[src/rtl/message_stitcher_pkg.sv]
// Shared message word layout, error codes and FSM state type for the stitcher.
package message_stitcher_pkg;

    // Message word field widths. The header flag takes one bit and the spare bits fill the rest.
    localparam int MSG_WIDTH            = 32;
    localparam int MSG_LENGTH_WIDTH     = 8;
    localparam int MSG_FORMATCODE_WIDTH = 4;
    localparam int MSG_MODULECODE_WIDTH = 8;
    localparam int MSG_ERRORCODE_WIDTH  = 4;
    localparam int MSG_SPARE_WIDTH      = MSG_WIDTH - 1 - MSG_LENGTH_WIDTH - MSG_FORMATCODE_WIDTH
                                          - MSG_MODULECODE_WIDTH - MSG_ERRORCODE_WIDTH;

    // err_code values; zero means no error has been seen since reset.
    localparam logic [1:0] ERR_NONE    = 2'd0;
    localparam logic [1:0] ERR_ORPHAN  = 2'd1;
    localparam logic [1:0] ERR_TRUNC   = 2'd2;
    localparam logic [1:0] ERR_OVERLEN = 2'd3;

    // IDLE waits for a header, BODY collects body words, SKIP discards an over-length message.
    typedef enum logic [1:0] {
        ST_IDLE = 2'd0,
        ST_BODY = 2'd1,
        ST_SKIP = 2'd2
    } state_t;

    // Header word layout, MSB first.
    typedef struct packed {
        logic                            is_header;
        logic [MSG_LENGTH_WIDTH-1:0]     length;
        logic [MSG_FORMATCODE_WIDTH-1:0] formatcode;
        logic [MSG_MODULECODE_WIDTH-1:0] modulecode;
        logic [MSG_ERRORCODE_WIDTH-1:0]  errorcode;
        logic [MSG_SPARE_WIDTH-1:0]      spare;
    } msg_header_t;

    // Builds a header word with the spare bits cleared.
    function automatic logic [MSG_WIDTH-1:0] make_header(
        input logic [MSG_LENGTH_WIDTH-1:0]     length,
        input logic [MSG_FORMATCODE_WIDTH-1:0] formatcode,
        input logic [MSG_MODULECODE_WIDTH-1:0] modulecode,
        input logic [MSG_ERRORCODE_WIDTH-1:0]  errorcode
    );
        msg_header_t h;
        h.is_header  = 1'b1;
        h.length     = length;
        h.formatcode = formatcode;
        h.modulecode = modulecode;
        h.errorcode  = errorcode;
        h.spare      = '0;
        return h;
    endfunction

endpackage

[src/rtl/message_stitcher.sv]
// Reassembles header + body word streams into whole messages and flags malformed streams.
module message_stitcher
    import message_stitcher_pkg::*;
#(
    parameter int MAX_BODY  = 4,
    parameter int CNT_WIDTH = 16
) (
    input  logic                          clk,
    input  logic                          rst,
    input  logic [MSG_WIDTH-1:0]          in_msg,
    input  logic                          in_nd,
    output logic [MSG_WIDTH-1:0]          out_header,
    output logic [MAX_BODY*MSG_WIDTH-1:0] out_body,
    output logic [MSG_LENGTH_WIDTH-1:0]   out_length,
    output logic                          out_nd,
    output logic                          err_nd,
    output logic [1:0]                    err_code,
    output logic                          error,
    output logic [CNT_WIDTH-1:0]          drop_count
);

    // Index must reach MAX_BODY-1 and the incremented value MAX_BODY without overflow.
    localparam int IDX_W = $clog2(MAX_BODY + 1);
    localparam logic [MSG_LENGTH_WIDTH-1:0] MAX_LEN = MSG_LENGTH_WIDTH'(MAX_BODY);

    // Working state of the message being collected.
    state_t                      state_reg, state_next;
    logic [IDX_W-1:0]            idx_reg, idx_next;
    logic [MSG_LENGTH_WIDTH-1:0] len_reg, len_next;
    logic [MSG_LENGTH_WIDTH-1:0] remaining_reg, remaining_next;
    logic [MSG_WIDTH-1:0]        header_reg, header_next;
    logic [MSG_WIDTH-1:0]        body_reg  [MAX_BODY];
    logic [MSG_WIDTH-1:0]        body_next [MAX_BODY];

    // Per-cycle decisions from the next-state logic.
    logic                        take_header;
    logic                        done_next;
    logic                        err_next;
    logic [1:0]                  code_next;
    logic [CNT_WIDTH-1:0]        drop_inc;

    // Registered outputs; the completed message is held until the next one finishes.
    logic [MSG_WIDTH-1:0]        out_header_reg;
    logic [MSG_WIDTH-1:0]        out_body_reg [MAX_BODY];
    logic [MSG_LENGTH_WIDTH-1:0] out_length_reg;
    logic                        out_nd_reg;
    logic                        err_nd_reg;
    logic [1:0]                  err_code_reg;
    logic                        error_reg;
    logic [CNT_WIDTH-1:0]        drop_count_reg, drop_count_next;
    logic [CNT_WIDTH:0]          drop_sum;

    // Fields of the incoming word.
    logic                        word_is_header;
    logic [MSG_LENGTH_WIDTH-1:0] word_length;
    logic                        idx_is_last;

    assign word_is_header = in_msg[MSG_WIDTH-1];
    assign word_length    = in_msg[MSG_WIDTH-2 -: MSG_LENGTH_WIDTH];
    assign idx_is_last    = (len_reg == MSG_LENGTH_WIDTH'(idx_reg) + MSG_LENGTH_WIDTH'(1));

    // Saturating accumulate of discarded words: the carry out pins the counter at all-ones.
    assign drop_sum        = {1'b0, drop_count_reg} + {1'b0, drop_inc};
    assign drop_count_next = drop_sum[CNT_WIDTH] ? {CNT_WIDTH{1'b1}} : drop_sum[CNT_WIDTH-1:0];

    // Next-state logic: classify the word against the current state, then apply header rules.
    always_comb begin
        state_next     = state_reg;
        idx_next       = idx_reg;
        len_next       = len_reg;
        remaining_next = remaining_reg;
        header_next    = header_reg;
        body_next      = body_reg;
        take_header    = 1'b0;
        done_next      = 1'b0;
        err_next       = 1'b0;
        code_next      = ERR_NONE;
        drop_inc       = '0;

        if (in_nd) begin
            unique case (state_reg)
                ST_IDLE: begin
                    if (word_is_header) begin
                        take_header = 1'b1;
                    end else begin
                        err_next  = 1'b1;
                        code_next = ERR_ORPHAN;
                        drop_inc  = CNT_WIDTH'(1);
                    end
                end
                ST_BODY: begin
                    if (word_is_header) begin
                        // Partial message is abandoned; the words already held count as dropped.
                        err_next    = 1'b1;
                        code_next   = ERR_TRUNC;
                        drop_inc    = CNT_WIDTH'(idx_reg);
                        take_header = 1'b1;
                    end else begin
                        for (int k = 0; k < MAX_BODY; k++) begin
                            if (idx_reg == IDX_W'(k)) begin
                                body_next[k] = in_msg;
                            end
                        end
                        idx_next = idx_reg + IDX_W'(1);
                        if (idx_is_last) begin
                            done_next  = 1'b1;
                            state_next = ST_IDLE;
                        end
                    end
                end
                ST_SKIP: begin
                    if (word_is_header) begin
                        err_next    = 1'b1;
                        code_next   = ERR_TRUNC;
                        take_header = 1'b1;
                    end else begin
                        drop_inc       = CNT_WIDTH'(1);
                        remaining_next = remaining_reg - MSG_LENGTH_WIDTH'(1);
                        if (remaining_reg == MSG_LENGTH_WIDTH'(1)) begin
                            state_next = ST_IDLE;
                        end
                    end
                end
                default: begin
                    state_next = ST_IDLE;
                end
            endcase

            if (take_header) begin
                header_next = in_msg;
                len_next    = word_length;
                idx_next    = '0;
                for (int k = 0; k < MAX_BODY; k++) begin
                    body_next[k] = '0;
                end
                if (word_length == '0) begin
                    done_next  = 1'b1;
                    state_next = ST_IDLE;
                end else if (word_length <= MAX_LEN) begin
                    state_next = ST_BODY;
                end else begin
                    // A truncation in the same cycle outranks the over-length report.
                    if (!err_next) begin
                        err_next  = 1'b1;
                        code_next = ERR_OVERLEN;
                    end
                    remaining_next = word_length;
                    state_next     = ST_SKIP;
                end
            end
        end
    end

    // Working-state registers; reset silently discards any partial message.
    always_ff @(posedge clk) begin
        if (rst) begin
            state_reg     <= ST_IDLE;
            idx_reg       <= '0;
            len_reg       <= '0;
            remaining_reg <= '0;
            header_reg    <= '0;
            for (int k = 0; k < MAX_BODY; k++) begin
                body_reg[k] <= '0;
            end
        end else begin
            state_reg     <= state_next;
            idx_reg       <= idx_next;
            len_reg       <= len_next;
            remaining_reg <= remaining_next;
            header_reg    <= header_next;
            body_reg      <= body_next;
        end
    end

    // Output registers: capture the finished message, pulse strobes, track errors and drops.
    always_ff @(posedge clk) begin
        if (rst) begin
            out_header_reg <= '0;
            out_length_reg <= '0;
            out_nd_reg     <= 1'b0;
            err_nd_reg     <= 1'b0;
            err_code_reg   <= ERR_NONE;
            error_reg      <= 1'b0;
            drop_count_reg <= '0;
            for (int k = 0; k < MAX_BODY; k++) begin
                out_body_reg[k] <= '0;
            end
        end else begin
            out_nd_reg     <= done_next;
            err_nd_reg     <= err_next;
            error_reg      <= error_reg | err_next;
            drop_count_reg <= drop_count_next;
            if (done_next) begin
                out_header_reg <= header_next;
                out_length_reg <= len_next;
                out_body_reg   <= body_next;
            end
            if (err_next) begin
                err_code_reg <= code_next;
            end
        end
    end

    // Body slot k occupies bits [k*W +: W] of the flat output bus.
    for (genvar gi = 0; gi < MAX_BODY; gi++) begin : g_body_out
        assign out_body[gi*MSG_WIDTH +: MSG_WIDTH] = out_body_reg[gi];
    end

    assign out_header = out_header_reg;
    assign out_length = out_length_reg;
    assign out_nd     = out_nd_reg;
    assign err_nd     = err_nd_reg;
    assign err_code   = err_code_reg;
    assign error      = error_reg;
    assign drop_count = drop_count_reg;

endmodule
[config.mk]
export PLATFORM = sky130hd
export DESIGN_NAME = message_stitcher
export DESIGN_NICKNAME = d
export VERILOG_FILES = /design/src/rtl/message_stitcher_pkg.sv /design/src/rtl/message_stitcher.sv
export SDC_FILE = /design/constraint.sdc
export NUM_CORES = 1
export LEC_CHECK = 0
export CORE_ASPECT_RATIO = 2
export CORE_MARGIN = 3
export CORE_UTILIZATION = 31
export DETAILED_ROUTE_END_ITERATION = 10
export SETUP_SLACK_MARGIN = 0.02
export SLEW_MARGIN = 20
export SYNTH_ARGS = -nofsm -noshare
export SYNTH_HDL_FRONTEND = slang
export SYNTH_SLANG_ARGS = --single-unit
[constraint.sdc]
create_clock -name clk -period 6.2 [get_ports clk]
set_input_delay 0.62 -clock clk [delete_from_list [all_inputs] [get_ports clk]]
set_output_delay 0.62 -clock clk [all_outputs]
set_load 0.02 [all_outputs]
# Word level (Yosys, flattened, before mapping)
# Index checks and enable logic that the tools add are counted.
# op_classes
muxes	57
n_addsub	4
reduce_logical	9
n_eq_ne	13
n_bitwise	1
magnitude_cmp	1
# op_table
op	count
$mux W128	4
$mux W32	6
$mux W8	7
$mux W2	13
$add A16 B16 Y17	1
$mux W1	17
$mux W16	1
$mux W3	5
$ne A3 B3 Y1 const B	4
$eq A8 B1 Y1 const B	1
$eq A8 B4 Y1	1
$le A8 B3 Y1 const B	1
$logic_not A8 Y1	1
$sub A8 B1 Y8 const B	1
$eq A3 B2 Y1 const B	2
$pmux W2 S3	1
$pmux W3 S2	1
$reduce_and A6 Y1	1
$add A3 B1 Y4 const B	1
$pmux W2 S2	1
$reduce_or A2 Y1	2
$add A3 B1 Y3 const B	1
$eq A3 B1 Y1 const B	1
$logic_not A3 Y1	1
10 further kinds	10
# totals
in_bits	35
ff_bits	370

# Logic depth before layout (Yosys ltp)
# Gate-level depths: netlist (run 1).
# logic_depth
ltp_word	9
mapped_depth	11
mapped_depth_nobuf	11

# Worst setup path before layout (run 1)
# No wires, ideal clock.
# synth_path
kind	in2reg
from	in in_nd
to	reg drop_count_reg[10] (netlist: drop_count[10])
path_stages	10
setup_time_ns	0.071
n_path_buf	3
t_arrival_ns	3.072
path_slack_ns	3.058
t_required_ns	6.129
cell_sequence	clkbuf_1 inv_1 nor2_1 clkbuf_1 and3_1 fa_1 a21oi_1 or4_1 clkbuf_1 a21oi_1
# synth_via
elab_chain_cells	3
# synth_lines
item	line	source
start: declaration	message_stitcher.sv:11	input logic in_nd,
$mux W3	message_stitcher.sv:80	if (in_nd) begin
$add A16 B16 Y17	message_stitcher.sv:63	assign drop_sum = {1'b0, drop_count_reg} + {1'b0, drop_inc};
$mux W16	message_stitcher.sv:64	assign drop_count_next = drop_sum[CNT_WIDTH] ? {CNT_WIDTH{1'b1}} : drop_sum[CNT_WIDTH-1:0];
end signal: assignment	message_stitcher.sv:192	drop_count_reg <= drop_count_next;
end: declaration	message_stitcher.sv:50	logic [CNT_WIDTH-1:0] drop_count_reg, drop_count_next;
# Every way passes these cells.
# A chain may end at the register's enable or synchronous reset.

# Final worst setup path (run 1)
# layout_path
from	reg idx_reg[0]
to	reg out_header_reg[11] (netlist: out_header[11])
# layout_via
elab_chain_cells	8
# layout_lines
item	line	source
start: declaration	message_stitcher.sv:28	logic [IDX_W-1:0] idx_reg, idx_next;
start signal: assignment	message_stitcher.sv:167	idx_reg <= idx_next;
$add A3 B1 Y4 *	message_stitcher.sv:60	assign idx_is_last = (len_reg == MSG_LENGTH_WIDTH'(idx_reg) + MSG_LENGTH_WIDTH'(1));
$eq A8 B4 Y1 *	message_stitcher.sv:60	
$mux W1 *	message_stitcher.sv:105	if (idx_is_last) begin
$mux W1 *	message_stitcher.sv:92	if (word_is_header) begin
$mux W1 *	message_stitcher.sv:81	unique case (state_reg)
$mux W1	message_stitcher.sv:136	if (word_length == '0) begin
$mux W1 *	message_stitcher.sv:129	if (take_header) begin
$mux W1 *	message_stitcher.sv:80	
end signal: assignment	message_stitcher.sv:194	out_header_reg <= header_next;
end: declaration	message_stitcher.sv:43	logic [MSG_WIDTH-1:0] out_header_reg;
# Mark *: on every way between the ends. The rest lies on a longest branch, timed or not.

==> results.json, run 1 <==
{
  "status": "completed",
  "ys_warn_count": 0,
  "antenna_found_initial": 0,
  "clock_path_buffers": 3,
  "cts_made_buffers": 37,
  "synth.top_cell.area_share_pct": 53.3,
  "post-cts-setup-buffers": 0,
  "layout.nets": 1615,
  "antenna_cells": 0,
  "hp-class": "reg -> reg",
  "r2r_slack_ns": 2.45,
  "path_max_fanout": 94,
  "multi_input_area_um2": 5990,
  "syn_inst": 1399,
  "crit_chain": "ha_1 > ha_1 > xnor2_1 > or4_1 > o31ai_4 > buf_4 > nor3b_1 > a21o_1",
  "critical_path_class": "reg -> reg",
  "finalHoldViolations": 0,
  "ant_nets": 0,
  "rsz0062_at_grt": "no",
  "dp_slack_ns": 2.16,
  "rr_worst_depth": 8,
  "worstPathRequired_ns": 6.63,
  "num-fill-cells": 4401,
  "critical-path-slowest-cell": "buf_4",
  "synth_seq_cells": 370,
  "synth_ff_type": "dfxtp_1",
  "die_h_um": 305,
  "dpl-instance-area_um2": 16500,
  "gp_congestion": 0.808,
  "arrival_ns": 4.17,
  "drive_gt1_share_pct": 7.53,
  "postCtsHoldBufs": 0,
  "grt-ovfl-total": 0,
  "port-buffer-count": 223,
  "die-area_um2": 47600,
  "ios": 224,
  "grt_use_total_pct": 17.6,
  "wirelength_mm": 43.1,
  "rows": 109,
  "irDropWorstVdd_mv": 0.220,
  "start_util_pct": 31.4,
  "fin_cells": 2149,
  "ff_latch_area_um2": 7410,
  "synth.avg_cell_area_um2": 9.93,
  "setup_slack_ns": 2.45,
  "synthTopCellsByArea": "dfxtp_1 53%, nor3b_1 7.0%, a21o_1 7.0%, a22oi_1 3.3%, a21oi_1 2.8%",
  "setup_viol": 0,
  "max_clock_freq_mhz": 267,
  "synth_nets": 1449,
  "synth_edf_count": 0,
  "cts_resized": 0,
  "final_area_um2": 17800,
  "total_power_mw": 4.91,
  "synth_area_um2": 13900,
  "tns_ns": 0,
  "vias": 10776,
  "p_per_area_nw_per_um2": 275,
  "dp.cells": 2079,
  "timing.final.crit_period_ns": 3.75,
  "avgViaCountPerCell": 5.01,
  "hpwlAfterDp_mm": 29.2,
  "synthArstFlopShare_pct": 0,
  "max_stage_delay_ns": 0.83,
  "setup.worst_path.start_class": "flip-flop",
  "report.final.slew_viol_count": 0,
  "fin_crit_sh_pct": 60.4,
  "cts.sink_count": 370,
  "postLayoutCoreUtil_pct": 40.3,
  "slew_headroom_pct": 28.1,
  "critPathCaptureType": "flip-flop",
  "drc_errors": 0,
  "grt_start_max_net_pins": 150,
  "grt_pass1_wl_mm": 64.8,
  "leakage_nw": 7.64,
  "path_clk_slew_ns": 0.06,
  "core_um2": 44200,
  "insertion_delay_ns": 0.53,
  "max_cap_viol_count": 0,
  "ctsHtreeMaxLevel": 2,
  "ys_types": 57,
  "endpoint": "out_header[11]$_SDFFE_PP0P_",
  "area_growth_pct": 28.3,
  "clockRootBuffer": "clkbuf_16",
  "first_pass_iters": 5,
  "worstMarginPinSlew_ns": 1.08,
  "yosysTopAreaCell": "dfxtp_1",
  "cts_tree": "built",
  "grt_pass1_vias": 10761,
  "wl_per_cell_um": 20.1,
  "critPathLaunch": "idx_reg[0]$_SDFFE_PP0P_",
  "rr_startpoint": "idx_reg[0]$_SDFFE_PP0P_",
  "path_common_cell": "ha_1",
  "regToRegEndpoint": "out_header[11]$_SDFFE_PP0P_",
  "ys_seq_area_share_pct": 53.3,
  "fin_skew_ns": 0.0185,
  "die_width_um": 156,
  "drtIter0Drc": 714,
  "holdWs_ns": 0.446
}
[critical path: cells and delay by family, from the launching register on]
family | cells | cell delay (ns)
buf+inv | 1 | 0.83
compound gates | 2 | 1.01
simple gates | 2 | 0.66
fa+ha+maj | 2 | 0.47
flops | 1 | 0.49
xor+xnor | 1 | 0.15
[synthesized netlist by cell type (3+ instances only)]
cell type	number
clkbuf_1	78
a22o_1	31
a22oi_1	62
o311ai_0	3
dfxtp_1	370
a21oi_1	79
o21ai_0	10
buf_2	20
nor4bb_1	3
and2_1	31
nand3b_1	5
a21o_1	129
or4_1	6
buf_4	7
o211ai_1	4
xnor2_1	9
nor2b_1	35
mux2i_1	26
nor3_1	6
nand2_1	98
buf_1	11
nor2_1	103
nand2b_1	3
a211oi_1	3
xor2_1	5
nand3_1	28
nor4_1	3
nor3b_1	130
inv_1	14
ha_1	14
nand4_1	4
and3_1	5
mux2_2	31
[placed cells by master, fill, tap and decap left out, types with 28 or more instances in the layout]
cell type	synthesis	layout
dfxtp_1	370	370
clkdlybuf4s50_1	0	222
a22o_1	31	31
nor3b_1	130	130
clkbuf_16	0	39
nor2_1	103	102
and2_1	31	32
mux2_2	31	31
a21o_1	129	129
a22oi_1	62	62
nor2b_1	35	35
a21oi_1	79	78
nand2_1	98	97
nand3_1	28	28
[where the power goes]
part	leakage [nW]	switching (mW)	internal (mW)
Sequential	2.99	0.0114	2.40
Combinational	4.06	0.150	0.0626
Clock	0.597	0.978	1.31
Total	7.64	1.14	3.77
[cells by family after synthesis]
logic type,Yosys count,share of synthesized area [%]
and+or+nand+nor,472,18.8
DFF,370,53.3
AOI/OAI and AO/OA,340,17.2
buffers and inverters,130,3.88
muxes,58,4.47
adders and majority gates,15,1.40
xor gates and xnor gates,14,0.882
[final cells by class]
class	count	share of cell area, %
clock inverters	13	0.793
multi-input cells	899	33.6
clock buffers	55	6.09
inverters	14	0.295
well taps	555	3.90
flip-flops and latches	370	41.5
repair buffers	243	13.8
[per-layer routing]
layer	share of wire [%]	track usage (%)	wire, µm
met5	0	0	0
met1	34	17.2	14700
met3	5.0	3.56	2150
met4	4.0	6.70	1700
met2	57	35.2	24500
[worst min path at each step]
stage / start / endpoint / slack [ns] / depth (start not counted)
CTS: err_code[0]$_SDFFE_PP0P_ / err_code[0]$_SDFFE_PP0P_ / 0.45 / 2
finish: err_code[0]$_SDFFE_PP0P_ / err_code[0]$_SDFFE_PP0P_ / 0.45 / 2
floorplan: header_reg[31]$_SDFF_PP0_ / header_reg[31]$_SDFF_PP0_ / 0.43 / 2
detailed placement: err_code[0]$_SDFFE_PP0P_ / err_code[0]$_SDFFE_PP0P_ / 0.44 / 2
global placement: err_code[0]$_SDFFE_PP0P_ / err_code[0]$_SDFFE_PP0P_ / 0.43 / 2
global route: err_code[0]$_SDFFE_PP0P_ / err_code[0]$_SDFFE_PP0P_ / 0.47 / 2
(Power assumes the default switching activity.)
==> run 2, diff against run 1 <==
==> constraint.sdc (replaced) <==
create_clock -name clk -period 3.6 [get_ports clk]
set_input_delay 0.36 -clock clk [delete_from_list [all_inputs] [get_ports clk]]
set_output_delay 0.36 -clock clk [all_outputs]
set_load 0.02 [all_outputs]
==> run 2 against run 1 <==
- clock skew is 0.0069 ns lower
- combinational power is 75% higher
- sequential power is 72% higher
- via count is 0.56% higher
- worst hold slack worse by 0.095 ns
- clock power is 67% higher
- highest routed layer unchanged
- global-route usage is 0.12 points lower
- die area stayed put
- non-clock buffer count is 17 higher
- utilization is 0.18 points higher
- sequential share of layout area is 0.18 points lower
==> results.json, run 2 (synthesized netlist as in run 1, its figures left out) <==
{
  "setup_viol": 0,
  "insertion_delay_ns": 0.52,
  "report.final.slew_viol_count": 0,
  "status": "completed",
  "timing.final.crit_period_ns": 3.34,
  "tns_ns": 0,
  "post-cts-setup-buffers": 0,
  "die_h_um": 305,
  "core_um2": 44200,
  "total_power_mw": 8.35,
  "cts_resized": 0,
  "wl_per_cell_um": 19.9,
  "critPathBufInv": 1,
  "grt_pass1_wl_mm": 64.3,
  "antenna_cells": 0,
  "ff_latch_area_um2": 7410,
  "grt_pass1_vias": 10717,
  "wirelength_mm": 43.0,
  "first_pass_iters": 5,
  "rsz0062_at_grt": "no",
  "p_per_area_nw_per_um2": 466,
  "antenna_found_initial": 0,
  "rr_startpoint": "idx_reg[0]$_SDFFE_PP0P_",
  "hp-class": "in -> reg",
  "p_sw_mw": 1.87,
  "drtIter0Drc": 480,
  "area_growth_pct": 28.9,
  "final_common_cell": "dfxtp_1",
  "drc_errors": 0,
  "cts.sink_count": 370,
  "final_area_um2": 17900,
  "ant_nets": 0,
  "max_cap_viol_count": 0,
  "critical-path-slowest-cell": "o31ai_4",
  "grt_start_max_net_pins": 138,
  "clock_path_buffers": 3,
  "sw_frac_of_total_pct": 22.4,
  "start_util_pct": 31.4,
  "clockRootBuffer": "clkbuf_16",
  "fin_skew_ns": 0.0116,
  "max_clock_freq_mhz": 299,
  "critical_path_class": "reg -> reg",
  "leakage_nw": 7.72,
  "intPower_mw": 6.48,
  "port-buffer-count": 223,
  "grt_use_total_pct": 17.5,
  "crit_chain": "ha_1 > ha_1 > xnor2_1 > or4_1 > o31ai_4 > buf_12 > nor3b_1 > a21o_1",
  "critPathLaunch": "idx_reg[0]$_SDFFE_PP0P_",
  "worstPathRequired_ns": 4.01,
  "die-area_um2": 47600,
  "finalHoldViolations": 0,
  "grt-ovfl-total": 0,
  "hpwlAfterDp_mm": 30.0,
  "cpLargestDelayFamily": "compound AO/OA/AOI/OAI gates",
  "ctsHtreeMaxLevel": 2,
  "num-fill-cells": 4422,
  "power_frac_seq_pct": 49.7,
  "fin_crit_sh_pct": 92.8,
  "clkPwrFrac_pct": 45.9,
  "path_clk_slew_ns": 0.06,
  "p_comb_share_pct": 4.4,
  "critPathCaptureType": "flip-flop",
  "die_width_um": 156,
  "max_stage_delay_ns": 0.81,
  "multi_input_area_um2": 5990,
  "layout_common_cells": "370 x dfxtp_1, 222 x clkdlybuf4s50_1, 130 x nor3b_1",
  "layout.nets": 1630,
  "gp_congestion": 0.848,
  "path_max_fanout": 102,
  "ios": 224,
  "cts_tree": "built",
  "dpl-instance-area_um2": 16700,
  "cts_made_buffers": 35,
  "drive_gt1_share_pct": 8.60,
  "postCtsHoldBufs": 0,
  "arrival_ns": 3.75,
  "worstMarginPinSlew_ns": 1.04,
  "vias": 10836,
  "min_from": "rst",
  "irDropWorstVdd_mv": 0.343,
  "path_common_cell": "ha_1",
  "slew_headroom_pct": 30.8,
  "setup.worst_path.start_class": "flip-flop",
  "rows": 109,
  "avgViaCountPerCell": 5.02
}
## run 2: per-layer routing
metal,vias up,global-route usage (%),wire (µm)
li1,5258,-,-
met1,5211,17.5,14900
met2,269,33.7,23800
met3,98,3.10,1850
met4,0,8.99,2460
met5,-,0,0
## run 2: final timing paths
check / endpoint / slack, ns / cells past startpoint
setup / recovery: out_header[8]$_SDFFE_PP0P_ / 0.26 / 8
hold reg to reg: err_code[0]$_SDFFE_PP0P_ / 0.44 / 2
hold / removal: err_nd$_SDFF_PP0_ / 0.35 / 2
setup reg to reg: out_header[8]$_SDFFE_PP0P_ / 0.26 / 8
## run 2: power groups by stage
stage	Sequential, mW	Combinational (mW)	Clock, mW
after floorplan	4.24	0.179	0
after global placement	4.24	0.375	0
after detailed placement	4.24	0.378	0
after CTS	4.14	0.379	3.97
after global routing	4.15	0.401	4.11
final	4.15	0.370	3.83
## run 2: stage by stage
stage / utilization (%) / instances / hold WS, ns / setup slack (ns)
6_report: 40.5 / 2160 / 0.350 / 0.260
3_3_place_gp: 37.8 / 2098 / 0.435 / 0.313
3_5_place_dp: 37.8 / 2098 / 0.438 / 0.264
2_1_floorplan: - / 1399 / 0.427 / 0.718
4_1_cts: 40.5 / 2160 / 0.352 / 0.252
5_1_grt: 40.5 / 2160 / 0.380 / 0.0872
## run 2: worst register-to-register path: stages (launching register included)
cell	delay, ns
dfxtp_1	0.48
ha_1	0.22
ha_1	0.25
xnor2_1	0.14
or4_1	0.56
o31ai_4	0.81
buf_12	0.41
nor3b_1	0.19
a21o_1	0.18
## run 2: final cells by class
type / instances / area share [%]
Sequential cell: 370 / 41.4
Multi-Input combinational cell: 899 / 33.5
Timing Repair Buffer: 260 / 14.3
Clock buffer: 48 / 5.79
Tap cell: 555 / 3.88
Clock inverter: 14 / 0.866
Inverter: 14 / 0.293
==> run 3, diff against run 2 <==
--- a/config.mk
+++ b/config.mk
@@ -7,8 +7,10 @@
 export LEC_CHECK = 0
 export CORE_ASPECT_RATIO = 2
 export CORE_MARGIN = 3
-export CORE_UTILIZATION = 31
+export CORE_UTILIZATION = 45
+export CTS_BUF_LIST = sky130_fd_sc_hd__clkbuf_8
 export DETAILED_ROUTE_END_ITERATION = 10
+export PLACE_DENSITY = 0.69
 export SETUP_SLACK_MARGIN = 0.02
 export SLEW_MARGIN = 20
 export SYNTH_ARGS = -nofsm -noshare
==> run 3 against run 2 <==
- final area shrank 2.3%
- highest routed layer unchanged
- via count rose by 0.68%
- setup slack better by 0.20 ns
- clock skew grew 0.011 ns
- wire length fell by 9.6%
- critical path depth grew 1
- non-clock buffer count fell by 7
- global-route usage increased by 5.4 points
- combinational power is 3% lower
- utilization rose by 17 points
- register-to-register slack better by 0.20 ns
==> results.json, run 3 (synthesized netlist as in run 1, its figures left out) <==
{
  "irDropWorstVdd_mv": 0.266,
  "die_width_um": 130,
  "gp_congestion": 0.927,
  "ant_nets": 0,
  "holdWs_ns": 0.249,
  "die-area_um2": 33200,
  "postLayoutCoreUtil_pct": 57.8,
  "rsz0062_at_grt": "no",
  "max_cap_viol_count": 0,
  "setup_viol": 0,
  "postCtsHoldBufs": 0,
  "critical-path-slowest-cell": "or4_1",
  "fin_cells": 1998,
  "num-fill-cells": 2731,
  "finalHoldViolations": 0,
  "wl_per_cell_um": 19.5,
  "wirelength_mm": 38.9,
  "worstMarginPinSlew_ns": 0.957,
  "grt_use_total_pct": 22.8,
  "antenna_found_initial": 1,
  "fin_skew_ns": 0.0223,
  "cts_tree": "built",
  "path_clk_slew_ns": 0.07,
  "core_um2": 30300,
  "area_growth_pct": 26.0,
  "rows": 90,
  "worstPathRequired_ns": 4.13,
  "dpl-instance-area_um2": 16500,
  "grt_pass1_wl_mm": 59.0,
  "drive_gt1_share_pct": 8.90,
  "setup_slack_ns": 0.461,
  "layout_common_cells": "370 x dfxtp_1, 222 x clkdlybuf4s50_1, 130 x nor3b_1",
  "critical_path_class": "reg -> reg",
  "grt_pass1_vias": 10874,
  "crit_chain": "inv_1 > ha_1 > nand2_1 > a2111oi_0 > ha_1 > fa_1 > a21oi_1 > or4_1 > a21oi_1",
  "max_clock_freq_mhz": 319,
  "vias": 10910,
  "insertion_delay_ns": 0.61,
  "setup.worst_path.start_class": "flip-flop",
  "leakage_nw": 7.71,
  "critPathCaptureType": "flip-flop",
  "status": "completed",
  "post-cts-setup-buffers": 0,
  "max_stage_delay_ns": 0.77,
  "arrival_ns": 3.66,
  "clockRootBuffer": "clkbuf_8",
  "timing.final.crit_period_ns": 3.14,
  "port-buffer-count": 223,
  "ctsHtreeMaxLevel": 2,
  "drc_errors": 0,
  "drtIter0Drc": 623,
  "ios": 224,
  "tns_ns": 0,
  "die_h_um": 255,
  "critPathBufInv": 1,
  "fin_crit_sh_pct": 87.2,
  "grt-ovfl-total": 0,
  "avgViaCountPerCell": 5.46,
  "final_area_um2": 17500,
  "clock_path_buffers": 3,
  "p_per_area_nw_per_um2": 445,
  "first_pass_iters": 5,
  "dp.cells": 1904,
  "cts_made_buffers": 52,
  "dp_slack_ns": 0.422,
  "slew_headroom_pct": 36.2,
  "grt_start_max_net_pins": 147,
  "hp-class": "in -> reg",
  "start_util_pct": 45.9,
  "final_common_cell": "dfxtp_1",
  "path_max_fanout": 13,
  "cts.sink_count": 370,
  "cpLargestDelayFamily": "adder cells",
  "layout.nets": 1640,
  "hpwlAfterDp_mm": 26.7,
  "report.final.slew_viol_count": 0,
  "total_power_mw": 7.78,
  "cts_resized": 0
}
run 3: final cells by class:
class	count	area [µm²]	area share, %
clock inverter	31	195	1.12
timing repair buffer	253	2540	14.5
sequential	370	7410	42.3
tap	368	460	2.63
antenna	1	2.50	0.0143
inverter	14	52.6	0.300
clock buffer	62	853	4.88
multi-input combinational	899	5990	34.2
run 3: power breakdown:
| part | total (mW) | internal [mW] | leakage (nW) | switching (mW) |
|---|---|---|---|---|
| logic | 0.360 | 0.109 | 4.11 | 0.251 |
| clock network | 3.27 | 1.71 | 0.616 | 1.56 |
| registers | 4.15 | 4.13 | 2.99 | 0.0209 |
| total | 7.78 | 5.95 | 7.71 | 1.83 |
run 3: worst paths after layout:
kind	startpoint	endpoint	slack [ns]	depth (start not counted)
worst min-delay path	rst	drop_count[14]$_SDFF_PP0_	0.25	2
worst max register to register	state_reg[1]$_SDFFE_PP0P_	drop_count[1]$_SDFF_PP0_	0.46	9
worst max-delay path	state_reg[1]$_SDFFE_PP0P_	drop_count[1]$_SDFF_PP0_	0.46	9
worst min register to register	len_reg[5]$_SDFF_PP0_	len_reg[5]$_SDFF_PP0_	0.46	2
run 3: per-layer routing:
layer  part of all wire, %  global-route usage [%]  vias up
met5                     0                       0        -
met4                   6.2                    13.3        0
met3                   4.4                    4.61      104
met2                    55                    43.5      293
met1                    34                    22.0     5234
li1                      -                       -     5279
